## src/rtl/write_buffer_controller_pkg.sv

```systemverilog
// Shared definitions for the result-write handshake: stall response codes
// (also used by the main controller) and the responder FSM state encoding.
package write_buffer_controller_pkg;

   localparam logic [1:0] STALL_WAIT  = 2'b00;
   localparam logic [1:0] STALL_ACK   = 2'b10;
   localparam logic [1:0] STALL_FAULT = 2'b11;

   typedef enum logic [1:0] {
      ST_IDLE    = 2'b00,
      ST_PENDING = 2'b01,
      ST_ACK     = 2'b10,
      ST_FAULT   = 2'b11
   } wb_state_e;

   // Stall code presented while the FSM sits in a given state.
   function automatic logic [1:0] stall_code(input wb_state_e s);
      case (s)
         ST_ACK:   return STALL_ACK;
         ST_FAULT: return STALL_FAULT;
         default:  return STALL_WAIT;
      endcase
   endfunction

endpackage

```

## src/rtl/psum_out_fifo.sv

```systemverilog
// Synchronous output FIFO with occupancy count and a registered read port.
// Writes into a full FIFO and reads from an empty FIFO are ignored; full and
// empty are taken from the count before any same-cycle update.
module psum_out_fifo #(
   parameter int DATA_WIDTH = 16,
   parameter int ADDR_WIDTH = 4
) (
   input  logic                  clk,
   input  logic                  reset,
   input  logic                  wr_en_i,
   input  logic [DATA_WIDTH-1:0] wr_data_i,
   input  logic                  rd_en_i,
   output logic [DATA_WIDTH-1:0] rd_data_o,
   output logic                  empty_o,
   output logic                  full_o,
   output logic [ADDR_WIDTH:0]   occupancy_o
);

   localparam int DEPTH = 2 ** ADDR_WIDTH;

   logic [DATA_WIDTH-1:0] mem_q [DEPTH];
   logic [ADDR_WIDTH-1:0] wr_ptr_q;
   logic [ADDR_WIDTH-1:0] rd_ptr_q;
   logic [ADDR_WIDTH:0]   count_q;
   logic [DATA_WIDTH-1:0] rd_data_q;
   logic                  wr_ok;
   logic                  rd_ok;

   assign full_o      = (count_q == (ADDR_WIDTH+1)'(DEPTH));
   assign empty_o     = (count_q == '0);
   assign occupancy_o = count_q;
   assign rd_data_o   = rd_data_q;

   assign wr_ok = wr_en_i & ~full_o;
   assign rd_ok = rd_en_i & ~empty_o;

   // Pointers, count and read data register; pointers wrap modulo depth.
   always_ff @(posedge clk or posedge reset) begin
      if (reset) begin
         wr_ptr_q  <= '0;
         rd_ptr_q  <= '0;
         count_q   <= '0;
         rd_data_q <= '0;
      end else begin
         if (wr_ok) wr_ptr_q <= wr_ptr_q + ADDR_WIDTH'(1);
         if (rd_ok) begin
            rd_ptr_q  <= rd_ptr_q + ADDR_WIDTH'(1);
            rd_data_q <= mem_q[rd_ptr_q];
         end
         case ({wr_ok, rd_ok})
            2'b10:   count_q <= count_q + (ADDR_WIDTH+1)'(1);
            2'b01:   count_q <= count_q - (ADDR_WIDTH+1)'(1);
            default: count_q <= count_q;
         endcase
      end
   end

   // Storage array write.
   // NOTE: the array has no reset; only pointers and count define validity,
   // which keeps it mappable onto plain RAM.
   always_ff @(posedge clk) begin
      if (wr_ok) mem_q[wr_ptr_q] <= wr_data_i;
   end

endmodule

```

## src/rtl/write_buffer_controller.sv

```systemverilog
// Responder side of the result-write handshake. A one-cycle write_req is
// captured into a hold register, pushed into the output FIFO once there is
// room, and answered on stall with accept, wait or a terminal fault.
module write_buffer_controller
   import write_buffer_controller_pkg::*;
#(
   parameter int DATA_WIDTH = 16,
   parameter int ADDR_WIDTH = 4,
   parameter int TIMEOUT    = 64
) (
   input  logic                  clk,
   input  logic                  reset,
   input  logic                  write_req,
   input  logic [DATA_WIDTH-1:0] result_in,
   output logic [1:0]            stall,
   input  logic                  out_ren,
   output logic [DATA_WIDTH-1:0] out_data,
   output logic                  out_empty,
   output logic                  out_full,
   output logic [ADDR_WIDTH:0]   occupancy,
   output logic                  fault
);

   localparam int               CNT_W    = (TIMEOUT > 1) ? $clog2(TIMEOUT) : 1;
   localparam logic [CNT_W-1:0] CNT_LAST = CNT_W'(TIMEOUT - 1);

   wb_state_e             state_q, state_d;
   logic [DATA_WIDTH-1:0] hold_q, hold_d;
   logic [CNT_W-1:0]      cnt_q, cnt_d;
   logic [1:0]            stall_q;
   logic                  fault_q;
   logic                  fifo_wr;

   assign stall = stall_q;
   assign fault = fault_q;

   psum_out_fifo #(
      .DATA_WIDTH(DATA_WIDTH),
      .ADDR_WIDTH(ADDR_WIDTH)
   ) u_fifo (
      .clk        (clk),
      .reset      (reset),
      .wr_en_i    (fifo_wr),
      .wr_data_i  (hold_q),
      .rd_en_i    (out_ren),
      .rd_data_o  (out_data),
      .empty_o    (out_empty),
      .full_o     (out_full),
      .occupancy_o(occupancy)
   );

   // Next-state, hold capture, timeout count and FIFO write strobe.
   always_comb begin
      // NOTE: every output of this block gets a default first, so no path
      // leaves a signal unassigned and no latch is inferred.
      state_d = state_q;
      hold_d  = hold_q;
      cnt_d   = cnt_q;
      fifo_wr = 1'b0;
      case (state_q)
         ST_IDLE: begin
            if (write_req) begin
               hold_d  = result_in;
               cnt_d   = '0;
               state_d = ST_PENDING;
            end
         end
         ST_PENDING: begin
            // A second request before the accept is a protocol error; the
            // held word is dropped rather than written.
            if (write_req) begin
               state_d = ST_FAULT;
            end else if (!out_full) begin
               fifo_wr = 1'b1;
               state_d = ST_ACK;
            end else if (cnt_q == CNT_LAST) begin
               state_d = ST_FAULT;
            end else begin
               cnt_d = cnt_q + CNT_W'(1);
            end
         end
         ST_ACK: begin
            state_d = write_req ? ST_FAULT : ST_IDLE;
         end
         ST_FAULT: begin
            state_d = ST_FAULT;
         end
         default: begin
            state_d = ST_IDLE;
         end
      endcase
   end

   // State, hold and counter registers; stall/fault registered from next state.
   always_ff @(posedge clk or posedge reset) begin
      if (reset) begin
         state_q <= ST_IDLE;
         hold_q  <= '0;
         cnt_q   <= '0;
         stall_q <= STALL_WAIT;
         fault_q <= 1'b0;
      end else begin
         // NOTE: sequential state uses non-blocking assignments so every
         // register samples the pre-edge values regardless of statement order.
         state_q <= state_d;
         hold_q  <= hold_d;
         cnt_q   <= cnt_d;
         stall_q <= stall_code(state_d);
         fault_q <= (state_d == ST_FAULT);
      end
   end

endmodule

```

## config.mk

```make
export PLATFORM = sky130hd
export DESIGN_NAME = write_buffer_controller
export DESIGN_NICKNAME = d
export VERILOG_FILES = /design/src/rtl/write_buffer_controller_pkg.sv /design/src/rtl/psum_out_fifo.sv /design/src/rtl/write_buffer_controller.sv
export SDC_FILE = /design/constraint.sdc
export NUM_CORES = 1
export LEC_CHECK = 0
export BUFFER_PORTS_ARGS = -buffer_cell sky130_fd_sc_hd__buf_2
export CAP_MARGIN = 20
export CORE_MARGIN = 2
export CORE_UTILIZATION = 55
export DETAILED_ROUTE_END_ITERATION = 8
export PLACE_DENSITY = 0.75
export SLEW_MARGIN = 20
export SYNTH_ARGS = -nofsm -noshare
export SYNTH_HDL_FRONTEND = slang
export SYNTH_SLANG_ARGS = --single-unit
```

## constraint.sdc

```tcl
create_clock -name clk -period 3 [get_ports clk]
set_input_delay 0.6 -clock clk [delete_from_list [all_inputs] [get_ports clk]]
set_output_delay 0.6 -clock clk [all_outputs]
set_load 0.1 [all_outputs]
```

==> results of run 1 <==
## worst max-delay path, delay by kind of cell (launching register included)
kind	cells	cell delay (ns)
buffers and inverters	1	0.15
flip-flops	1	0.46
multiplexers	1	0.24
XOR/XNOR	1	0.14
adder cells (fa/ha/maj)	2	0.69
AND/OR/NAND/NOR	1	0.58
AO/OA/AOI/OAI	3	0.50
## kinds of logic after synthesis
family	synth area share
AOI/OAI and AO/OA	0.0385
xor gates and xnor gates	0.00717
adders and majority gates	0.0119
buffers and inverters	0.0193
DFF	0.742
muxes	0.138
and+or+nand+nor	0.0427
## synth_stat cells
| master | instances |
|---|---|
| sky130_fd_sc_hd__o21ai_2 | 1 |
| sky130_fd_sc_hd__nor4_1 | 5 |
| sky130_fd_sc_hd__buf_2 | 13 |
| sky130_fd_sc_hd__xnor2_1 | 9 |
| sky130_fd_sc_hd__mux2_2 | 3 |
| sky130_fd_sc_hd__ha_1 | 10 |
| sky130_fd_sc_hd__a211oi_1 | 15 |
| sky130_fd_sc_hd__inv_2 | 1 |
| sky130_fd_sc_hd__clkbuf_1 | 15 |
| sky130_fd_sc_hd__nand3_1 | 4 |
| sky130_fd_sc_hd__or3_1 | 1 |
| sky130_fd_sc_hd__nand2_1 | 66 |
| sky130_fd_sc_hd__a21boi_0 | 1 |
| sky130_fd_sc_hd__nor4bb_1 | 1 |
| sky130_fd_sc_hd__nor2_1 | 11 |
| sky130_fd_sc_hd__o21ai_0 | 10 |
| sky130_fd_sc_hd__o22ai_1 | 15 |
| sky130_fd_sc_hd__nor2b_1 | 1 |
| sky130_fd_sc_hd__nand4_1 | 2 |
| sky130_fd_sc_hd__buf_6 | 1 |
| sky130_fd_sc_hd__or4_4 | 1 |
| sky130_fd_sc_hd__and2_1 | 9 |
| sky130_fd_sc_hd__dfrtp_1 | 55 |
| sky130_fd_sc_hd__mux4_1 | 3 |
| sky130_fd_sc_hd__xor2_1 | 1 |
| sky130_fd_sc_hd__o311ai_0 | 2 |
| sky130_fd_sc_hd__and3_1 | 1 |
| sky130_fd_sc_hd__or4_1 | 1 |
| sky130_fd_sc_hd__or2_2 | 1 |
| sky130_fd_sc_hd__nor4_2 | 1 |
| sky130_fd_sc_hd__o211ai_1 | 2 |
| sky130_fd_sc_hd__a21oi_1 | 5 |
| sky130_fd_sc_hd__buf_4 | 5 |
| sky130_fd_sc_hd__inv_1 | 11 |
| sky130_fd_sc_hd__nand2b_1 | 5 |
| sky130_fd_sc_hd__mux4_2 | 62 |
| sky130_fd_sc_hd__mux2i_1 | 18 |
| sky130_fd_sc_hd__fa_1 | 1 |
| sky130_fd_sc_hd__a21o_1 | 17 |
| sky130_fd_sc_hd__edfxtp_1 | 256 |
| sky130_fd_sc_hd__buf_12 | 1 |
| sky130_fd_sc_hd__a211oi_2 | 1 |
| sky130_fd_sc_hd__nor3b_1 | 2 |
## layout make-up
class	count	area [um^2]
sequential	311	9070
tap	280	350
clock inverter	12	165
timing repair buffer	77	503
inverter	12	45.0
multi-input combinational	288	2990
clock buffer	48	965
fill	1430	7730
## metrics by stage
stage / setup WS, ns / utilization
final: 0.157 / 0.646
after floorplan: 0.0247 / -
after global routing: 0.0256 / 0.646
after global placement: 0.234 / 0.594
after CTS: 0.0815 / 0.646
after detailed placement: 0.103 / 0.594
## registers in the layout, indices dropped and copies added, names as in the netlist
name                count
u_fifo.occupancy_o      5
cnt_q                   6
u_fifo.mem_q          256
hold_q                 16
u_fifo.wr_ptr_q         4
stall                   2
u_fifo.rd_ptr_q         4
u_fifo.rd_data_o       16
state_q                 2
## worst max path at each step
stage	start	to	slack, ns	cells after the start
floorplan	u_fifo.occupancy_o[2]	u_fifo.occupancy_o[4]	0.02	9
global placement	u_fifo.occupancy_o[0]	u_fifo.occupancy_o[4]	0.23	9
detailed placement	u_fifo.occupancy_o[0]	u_fifo.occupancy_o[4]	0.10	9
CTS	u_fifo.occupancy_o[0]	u_fifo.occupancy_o[4]	0.08	9
global route	u_fifo.occupancy_o[0]	u_fifo.occupancy_o[4]	0.03	9
finish	u_fifo.occupancy_o[0]	u_fifo.occupancy_o[4]	0.16	9
## metal layers
layer  part of all wire  vias up  wire, um
li1                   -     2711         -
met1               0.39     3405     10500
met2               0.51      286     13700
met3              0.072       48      1930
met4              0.021        0       556
met5                  0        -         0
## report_power, final
part | internal (uW) | switching, uW | total, uW
Sequential | 4810 | 301 | 5110
Clock | 2590 | 1600 | 4190
Combinational | 1330 | 2300 | 3630
==> results list, run 1 <==
- Worst IR Drop VDD: about 0.8 mV
* Critical path type: reg2reg
* Normalized max-slew margin: 0.420
* Clock tree root driver cell: sky130_fd_sc_hd__clkbuf_16
* Data required time at the worst endpoint: between 3 and 4 ns
- M3 GR Usage: 0.0388
- Buffers inserted to repair hold after CTS numbered 0.
- Yosys printed 0 warnings.
- Dividing the final minimum period by the clock period gives 0.948.
- Clock tree from TritonCTS: done
- Setup repair after global routing left no endpoint under its margin.
- The worst path in the final design needs a cycle of 2.84 ns, including I/O delays and setup.
- End of the worst register-to-register path: u_fifo.occupancy_o[4]
- Met1 usage in global routing: 0.312
* R2R Path Start: u_fifo.occupancy_o[0]
- No sink is reached through more buffers than the 3 on the longest clock path.
- After global routing the overflow that remains totals 0.
- Critical-path top delay cell: sky130_fd_sc_hd__or4_4
* Status: finished clean
- Hold timing on the final database bottoms out at a slack of roughly 0.036 ns.
* Clock-pin transition on the worst setup and hold timing paths: about 0.06 ns
* Worst hold path class: in2async
- DRC violation total after the first TritonRoute iteration: between 500 and 600
- Layout Area Growth over Synthesis: 15.4%
- The die is 153 um tall.
* Number of cells in the finished layout apart from fillers: approximately 1000
- The share of synthesized area in the top cell type comes to 0.629.
* Number of standard-cell rows in the floorplan: 54
- met2 is the most crowded layer.
* Data arrival time of the critical path: 3.26 ns
- For the pin with the worst max-slew slack, the measured transition is just under 0.9 ns.
- DIE AREA: roughly 23000 um^2
- Post-layout power: about 13000 uW
- The wire-length estimate of the detail-placed layout is 15.3 mm.
- Pwr per Cell Area: 918 nW/um^2
* Weighted congestion at the end of routability-driven global placement: around 0.84
- A synthesized cell averages between 15 and 20 um^2.
- Highest Clock Rate: 0.352 GHz
- Share of final-layout standard cells stronger than drive strength 1: 0.283
- Endpoints failing setup: 0
- Cell-by-cell listing of the critical path: or4_4 -> o21ai_4 -> inv_1 -> ha_2 -> fa_1 -> a21o_1 -> a21oi_1 -> mux2i_1 -> xnor2_1
* Final routed wirelength across all metal layers: 26.7 mm
- CTS built an H-tree with a depth of 2.
- The worst setup path is captured at a register.
- The finished cells cover approximately 14000 um^2.
- Part of the Yosys area used for sequential elements: 0.742
- The top cell types in the final layout, fill and taps aside, are sky130_fd_sc_hd__edfxtp_1, sky130_fd_sc_hd__nand2_1, sky130_fd_sc_hd__mux4_2.
- Kind of start point of the critical path: register
* Number of nets in the final layout: 755
- Dividing the detail-routed via count by the number of cells gives ~6.3.
* Met2 usage in global routing: 0.395
- The core region is ~22000 um^2.
- Ranking of synthesized cells by area: sky130_fd_sc_hd__edfxtp_1, sky130_fd_sc_hd__mux4_2, sky130_fd_sc_hd__dfrtp_1
- For this design, the sink count on the clock tree is 311.
- The number of pins exceeding their max-slew limit in the final report came to 0.
- The tool flagged a number of max-cap violations equal to 0.
- DRT antenna net count: 0
* Dominant cell type by area after synthesis: sky130_fd_sc_hd__edfxtp_1
- Number of global-route vias before repair: between 6000 and 7000
- On the final layout, the worst clock skew is 0.0167 ns.
- Post-synthesis instance area: ~12000 um^2
* Pleak: around 0.0049 uW
- Number of diodes: 0
- The initial antenna violation count came to 1.
- Mean routed wirelength per cell: 26.0 um
- Once the clock tree was built, the resizer swapped 0 gates to a different size.
* Via Count: around 6500
- Gr usage total: 0.231
* First-pass GRT wire length: around 40 mm
- The setup check on the worst reg-to-reg path leaves a slack of approximately 0.16 ns.
- Leading cell type in the layout, fill and taps excluded: sky130_fd_sc_hd__edfxtp_1
* Critical-path maximum fanout: 6
- Count of distinct cell types in the synthesized netlist: between 40 and 50
* Inst Count DP: slightly below 1000
- In this run the tool buffered the top-level ports with between 40 and 50 buffer cells.
- Counting every instance in the synthesized netlist gives about 650.
- Entering global routing, the biggest net connects 36 pins.
* Io pins: 46
* Placed cell areas: about 13000 um^2
- When the netlist entered floorplanning its net count stood at ~680.
* Delay of the slowest cell on the worst path: between 0.5 and 0.6 ns
- Worst-Skew Late Latency: 0.50 ns
- Measured in cells, the most critical reg-to-reg path has a length of 9.
- Number of failing hold endpoints at the final stage: 0
- Counting flops and latches in the post-synthesis netlist gives about 310.
* Number of CTS-inserted buffers: 34
* Floorplan die width: 153 um
* Setup_tns: 0 ns
- DRC violation count after routing: 0
- Setup bufs post-CTS: 0
- The pre-antenna-repair detailed-routing pass consisted of 5 iterations.
* Initial Utilization: 0.560
Power figures use the tool's default switching activity.
==> run 2: changes to the inputs <==
--- a/config.mk
+++ b/config.mk
@@ -8,9 +8,9 @@
 export BUFFER_PORTS_ARGS = -buffer_cell sky130_fd_sc_hd__buf_2
 export CAP_MARGIN = 20
 export CORE_MARGIN = 2
-export CORE_UTILIZATION = 55
+export CORE_UTILIZATION = 36
 export DETAILED_ROUTE_END_ITERATION = 8
-export PLACE_DENSITY = 0.75
+export PLACE_DENSITY = 0.53
 export SLEW_MARGIN = 20
 export SYNTH_ARGS = -nofsm -noshare
 export SYNTH_HDL_FRONTEND = slang
==> results list, run 2 (same netlist as run 1, synthesis figures left out) <==
* Status: finished clean (unchanged)
- The cell area power density is 892 nW/um^2 (was 918 nW/um^2).
- Flip-flop count of the largest register after layout: 256 (unchanged)
* Largest Register: u_fifo.mem_q (unchanged)
* Final routed wirelength across all metal layers: 27.8 mm (was 26.7 mm)
* Highest Clock Rate: 0.356 GHz (was 0.352 GHz)
- Clock tree root driver cell: sky130_fd_sc_hd__clkbuf_16 (unchanged)
- The mean routed wirelength per cell came to 22.9 um (was 26.0 um).
- The largest buffer count on any clock path came to 3 (unchanged).
- The wire length of the first global-routing pass is 42.1 mm (was 40.5 mm).
- Period utilization: 0.937 (was 0.948)
- Hold WS: 0.0563 ns (was 0.0361 ns)
- Depth of the worst register-to-register path: 9 (unchanged)
- The area of combinational cells with multiple inputs was 3000 um^2 (was 2990 um^2).
* Number of nets in the final layout: 768 (was 755)
- Via Count: 6292 (was 6450)
- The worst hold path class was in2async (unchanged).
* Data required time at the worst endpoint: 3.43 ns (was 3.42 ns)
- The slew of the pin with the lowest slew margin was 0.654 ns (was 0.870 ns).
- Layout Area Growth over Synthesis: 17.2% (was 15.4%)
- Number of global-route vias before repair: 6696 (was 6812)
- The cell leakage power was 0.00495 uW (was 0.00493 uW).
- Critical path type: reg2reg (unchanged)
* Total congestion overflow: 0 (unchanged)
- Post-layout power: 12800 uW (was 12900 uW)
- The startpoint type of the worst setup path is a register (unchanged).
- The initial core utilization came to 0.365 (was 0.560).
- Setup_tns: 0 ns (unchanged)
- Final-report max-slew violation count: 0 (unchanged)
* Count of max-cap constraint violations: 0 (unchanged)
* Data arrival time of the critical path: 3.24 ns (was 3.26 ns)
- Commonest cells after routing, fill and taps aside: sky130_fd_sc_hd__edfxtp_1, sky130_fd_sc_hd__nand2_1, sky130_fd_sc_hd__mux4_2 (unchanged)
- The source-to-sink clock delay at the later pin of the worst-skew pair came to 0.51 ns (was 0.50 ns).
- The hold violation count in the final report is 0 (unchanged).
* CTS HTree Levels: 2 (unchanged)
* Number of clock sinks: 311 (unchanged)
- The clock transition time at the flip-flop clock pins of the worst setup and hold paths was 0.06 ns (about the same).
* DRC violation count after routing: 0 (unchanged)
- Worst IR Drop VDD: 0.734 mV (was 0.797 mV)
* Sequential cell area in the final layout: 9080 um^2 (was 9070 um^2)
- Floorplan Core Area: 33400 um^2 (was 21800 um^2)
- The area of the die came to 35400 um^2 (was 23400 um^2).
- The final critical path time including I/O delays and setup came to 2.81 ns (was 2.84 ns).
- Floorplan die width: 188 um (was 153 um)
- The total number of placement rows was 67 (was 54).
- The number of buffers inserted during clock tree synthesis was 34 (unchanged).
- The last weighted congestion value of the routability-driven placer came to 0.824 (was 0.844).
- DRT antenna net count: 0 (unchanged)
- The most frequent standard cell in the layout excluding fill and tap cells is sky130_fd_sc_hd__edfxtp_1 (unchanged).
* Share of final-layout standard cells stronger than drive strength 1: 0.295 (was 0.283)
- Unrepaired setup endpoints after global routing: false (unchanged)
- Antenna violations before repair: 0 (was 1)
- Clock tree from TritonCTS: done (unchanged)
- The number of optimization iterations in the first detailed-route pass is 7 (was 5).
- DR vias/cell: 5.20 (was 6.27)
- Gr usage total: 0.162 (was 0.231)
- The detailed router's first-iteration violation count was 497 (was 589).
- Maximum number of pins on one net before global-route repair: 34 (was 36)
- DIE HEIGHT: 188 um (was 153 um)
* Endpoints failing setup: 0 (unchanged)
* Crit end category: register (unchanged)
- Quantity of I/O buffers inserted on ports: 45 (unchanged)
* Final HPWL DP: 17.4 mm (was 15.3 mm)
- Normalized max-slew margin: 0.563 (was 0.420)
* Critical-path maximum fanout: 6 (unchanged)
- Number of diodes: 0 (unchanged)
* Fill cells: 2900 (was 1430)
- Layout Skew: 0.0141 ns (was 0.0167 ns)
- Io pins: 46 (unchanged)
[run 2: path summary, 6_finish.rpt]
| path | from | endpoint | slack (ns) |
|---|---|---|---|
| hold reg to reg | u_fifo.rd_data_o[6] | u_fifo.rd_data_o[6] | 0.47 |
| hold / removal | reset | u_fifo.occupancy_o[4] | 0.06 |
| setup reg to reg | u_fifo.occupancy_o[0] | u_fifo.occupancy_o[4] | 0.19 |
| max in group asynchronous | reset | u_fifo.rd_ptr_q[2] | 2.19 |
| setup / recovery | u_fifo.occupancy_o[0] | u_fifo.occupancy_o[4] | 0.19 |
| min in group clk | result_in[4] | hold_q[4] | 0.29 |
[run 2: cell type report]
cell class                 count  share of cell area
sequential                   311               0.634
multi-input combinational    288               0.209
clock buffer                  40              0.0610
timing repair buffer          90              0.0402
tap                          448              0.0392
clock inverter                21              0.0130
inverter                      12             0.00315
[run 2: critical path: stages (launching register included)]
cell and delay, ns:
sky130_fd_sc_hd__dfrtp_2 0.46, sky130_fd_sc_hd__or4_4 0.58, sky130_fd_sc_hd__o21ai_4 0.15, sky130_fd_sc_hd__inv_1 0.14
sky130_fd_sc_hd__ha_2 0.27, sky130_fd_sc_hd__fa_1 0.43, sky130_fd_sc_hd__a21o_1 0.18, sky130_fd_sc_hd__a21oi_1 0.16
sky130_fd_sc_hd__mux2i_1 0.23, sky130_fd_sc_hd__xnor2_1 0.13
[run 2: what timing repair did]
item / 4_1_cts / 5_1_grt
setup buffers: 0 / 0
endpoints found under the hold margin: 0 / 0
setup endpoints to repair: 0 / 1
resized for setup: 0 / 1
hold buffers: 0 / 0
[run 2: per-stage QoR]
stage | cells | utilization | setup slack [ns] | cell area (um^2)
6_report | 1210 | 0.428 | 0.189 | 14300
5_1_grt | 1210 | 0.428 | 0.0396 | 14300
4_1_cts | 1210 | 0.428 | 0.107 | 14300
3_5_place_dp | 1149 | 0.396 | 0.128 | 13300
3_3_place_gp | 1149 | 0.396 | 0.217 | 13300
2_1_floorplan | 646 | - | 0.0247 | 12300
[run 2: routing by layer]
layer | track usage | up-vias | wire (um)
li1 | - | 2750 | -
met1 | 0.228 | 3320 | 12600
met2 | 0.261 | 178 | 13200
met3 | 0.0285 | 44 | 1330
met4 | 0.0454 | 0 | 575
met5 | 0 | - | 0
[run 2: report_power, final]
group / total [uW] / switching (uW) / internal [uW]
Clock: 3970 / 1630 / 2350
Combinational: 3650 / 2320 / 1330
Sequential: 5160 / 345 / 4810
Total: 12800 / 4290 / 8490
==> run 3: changes to the inputs <==
--- a/config.mk
+++ b/config.mk
@@ -11,6 +11,7 @@
 export CORE_UTILIZATION = 36
 export DETAILED_ROUTE_END_ITERATION = 8
 export PLACE_DENSITY = 0.53
+export RECOVER_POWER = 25
 export SLEW_MARGIN = 20
 export SYNTH_ARGS = -nofsm -noshare
 export SYNTH_HDL_FRONTEND = slang
==> results list, run 3 (same netlist as run 1, synthesis figures left out) <==
- Status: finished with violations (was finished clean).
- Violated checks: capacitance limit, slew limit
- Crit path time final: 2.81 ns (about the same)
* Floorplan Core Area: 33400 um^2 (unchanged)
- Period utilization: 0.937 (about the same)
- Endpoints failing setup: 0 (unchanged)
- DRT antenna net count: 0 (unchanged)
- The non-filler instance count after layout came to 1210 (unchanged).
- The data required time of the worst path came to 3.44 ns (was 3.43 ns).
* DR vias/cell: 5.23 (was 5.20)
- The clock transition time at the flip-flop clock pins of the worst setup and hold paths came to 0.06 ns (about the same).
- The final wirelength was 27.7 mm (was 27.8 mm).
- The final-stage net count was 768 (unchanged).
* Pleak: 0.00495 uW (about the same)
- Number of standard-cell rows in the floorplan: 67 (unchanged)
- Weighted congestion at the end of routability-driven global placement: 0.824 (unchanged)
- Commonest cells after routing, fill and taps aside: sky130_fd_sc_hd__edfxtp_1, sky130_fd_sc_hd__nand2_1, sky130_fd_sc_hd__mux4_2 (unchanged).
- The slew of the pin with the lowest slew margin was 1.65 ns (was 0.654 ns).
- Worst hold path class: in2async (unchanged)
- The hold violation count in the final report came to 0 (unchanged).
- Unrepaired setup endpoints after global routing: false (unchanged)
* Highest Clock Rate: 0.356 GHz (about the same)
- The count of port buffers added during placement came to 45 (unchanged).
* Flip-flop count of the largest register after layout: 256 (unchanged)
- DIE HEIGHT: 188 um (unchanged)
- Fill cells: 2902 (was 2900)
* Worst-Skew Late Latency: 0.52 ns (was 0.51 ns)
- The initial core utilization came to 0.365 (unchanged).
- First-pass GRT wire length: 42.1 mm (unchanged)
- Detailed-router iteration count before antenna repair: 5 (was 7)
* DIE AREA: 35400 um^2 (unchanged)
- DRC violation total after the first TritonRoute iteration: 509 (was 497)
- The summed negative setup slack over all endpoints came to 0 ns (unchanged).
* Critical path type: reg2reg (unchanged)
- The top-level port count came to 46 (unchanged).
- The most flop-heavy register was u_fifo.mem_q (unchanged).
- Leading cell type in the layout, fill and taps excluded: sky130_fd_sc_hd__edfxtp_1 (unchanged)
* Via Count: 6327 (was 6292)
* Longest Clk Path Bufs: 3 (unchanged)
- The worst endpoint data arrival time is 3.25 ns (was 3.24 ns).
* Normalized max-slew margin: -0.0988 (was 0.563)
* Layout Skew: 0.0153 ns (was 0.0141 ns)
- Number of diodes: 0 (unchanged)
* Count of max-cap constraint violations: 1 (was 0)
- Mean routed wirelength per cell: 22.9 um (about the same)
- The buffer type at the clock tree root is sky130_fd_sc_hd__clkbuf_16 (unchanged).
- The number of H-tree branching levels came to 2 (unchanged).
* Number of CTS-inserted buffers: 34 (unchanged)
* Kind of start point of the critical path: register (unchanged)
- Number of global-route vias before repair: 6696 (unchanged)
- The number of placed cells counting well taps came to 1149 (unchanged).
- The number of pins exceeding their max-slew limit in the final report came to 28 (was 0).
* Gr usage total: 0.162 (unchanged)
- The maximum ir drop on the vdd rail was 0.733 mV (was 0.734 mV).
* Share of final-layout standard cells stronger than drive strength 1: 0.291 (was 0.295)
- The overall overflow remaining after global route came to 0 (unchanged).
- The clock sink total was 311 (unchanged).
* Critical-path maximum fanout: 6 (unchanged)
- The clock tree from TritonCTS is done (unchanged).
- Antenna violations before repair: 0 (unchanged)
* Crit end category: register (unchanged)
* Floorplan die width: 188 um (unchanged)
* Pwr per Cell Area: 892 nW/um^2 (about the same)
- DRC violation count after routing: 0 (unchanged)
- Layout Area Growth over Synthesis: 17.2% (about the same)
- The largest net degree at the start of global routing is 34 (unchanged).
* Final HPWL DP: 17.4 mm (unchanged)
[run 3: cell count changes in the layout (fill, tap and decap cells not counted)]
cell                       delta
sky130_fd_sc_hd__inv_2        -1
sky130_fd_sc_hd__buf_4        -2
sky130_fd_sc_hd__clkbuf_1     +2
sky130_fd_sc_hd__inv_1        +1
[run 3: per-layer routing]
layer  global-route usage  vias up  share of wire
met2                0.261      208           0.48
li1                     -     2751              -
met1                0.228     3322           0.45
met5                    0        -              0
met4               0.0454        0          0.021
met3               0.0285       46          0.054
[run 3: what timing repair did]
item	in CTS	in global routing
endpoints found under the setup margin	0	1
hold buffers	0	0
endpoints found under the hold margin	0	0
buffers inserted	0	0
gates resized for setup	0	1
[run 3: final timing paths]
path	from	end	slack, ns	depth (start not counted)
min	reset	u_fifo.occupancy_o[4]	0.17	2
max	u_fifo.occupancy_o[0]	u_fifo.occupancy_o[4]	0.19	9
min reg2reg	u_fifo.rd_data_o[6]	u_fifo.rd_data_o[6]	0.48	2
max reg2reg	u_fifo.occupancy_o[0]	u_fifo.occupancy_o[4]	0.19	9
max in group asynchronous	reset	u_fifo.rd_ptr_q[2]	0.67	3
min in group clk	result_in[4]	hold_q[4]	0.28	3
[run 3: final cells by class]
| type | count | area (um^2) | area share |
|---|---|---|---|
| clock inverters | 21 | 186 | 0.0130 |
| well taps | 448 | 561 | 0.0392 |
| inverters | 12 | 45.0 | 0.00315 |
| flip-flops and latches | 311 | 9080 | 0.634 |
| multi-input cells | 288 | 3000 | 0.210 |
| clock buffers | 40 | 873 | 0.0610 |
| repair buffers | 90 | 568 | 0.0397 |
[run 3: report_power, final]
part           leakage [uW]  internal, uW  switching, uW  total [uW]
registers           0.00293          4810            343        5160
logic               0.00150          1330           2310        3640
clock network      0.000520          2350           1630        3980
[run 3: through the flow]
stage	setup slack, ns	util	total power (uW)	area (um^2)	hold slack (ns)
floorplan	0.0247	-	8070	12300	0.510
global placement	0.217	0.396	8890	13300	0.457
detailed placement	0.128	0.396	8940	13300	0.465
CTS	0.107	0.428	12900	14300	0.0631
global route	0.0396	0.428	13300	14300	0.219
finish	0.188	0.428	12800	14300	0.166
[run 3: worst max-delay path: stages (launching register included)]
cell and delay (ns):
sky130_fd_sc_hd__dfrtp_2 0.46, sky130_fd_sc_hd__or4_4 0.58, sky130_fd_sc_hd__o21ai_4 0.15, sky130_fd_sc_hd__inv_1 0.14, sky130_fd_sc_hd__ha_2 0.27, sky130_fd_sc_hd__fa_1 0.43, sky130_fd_sc_hd__a21o_1 0.18, sky130_fd_sc_hd__a21oi_1 0.16
sky130_fd_sc_hd__mux2i_1 0.23, sky130_fd_sc_hd__xnor2_1 0.13
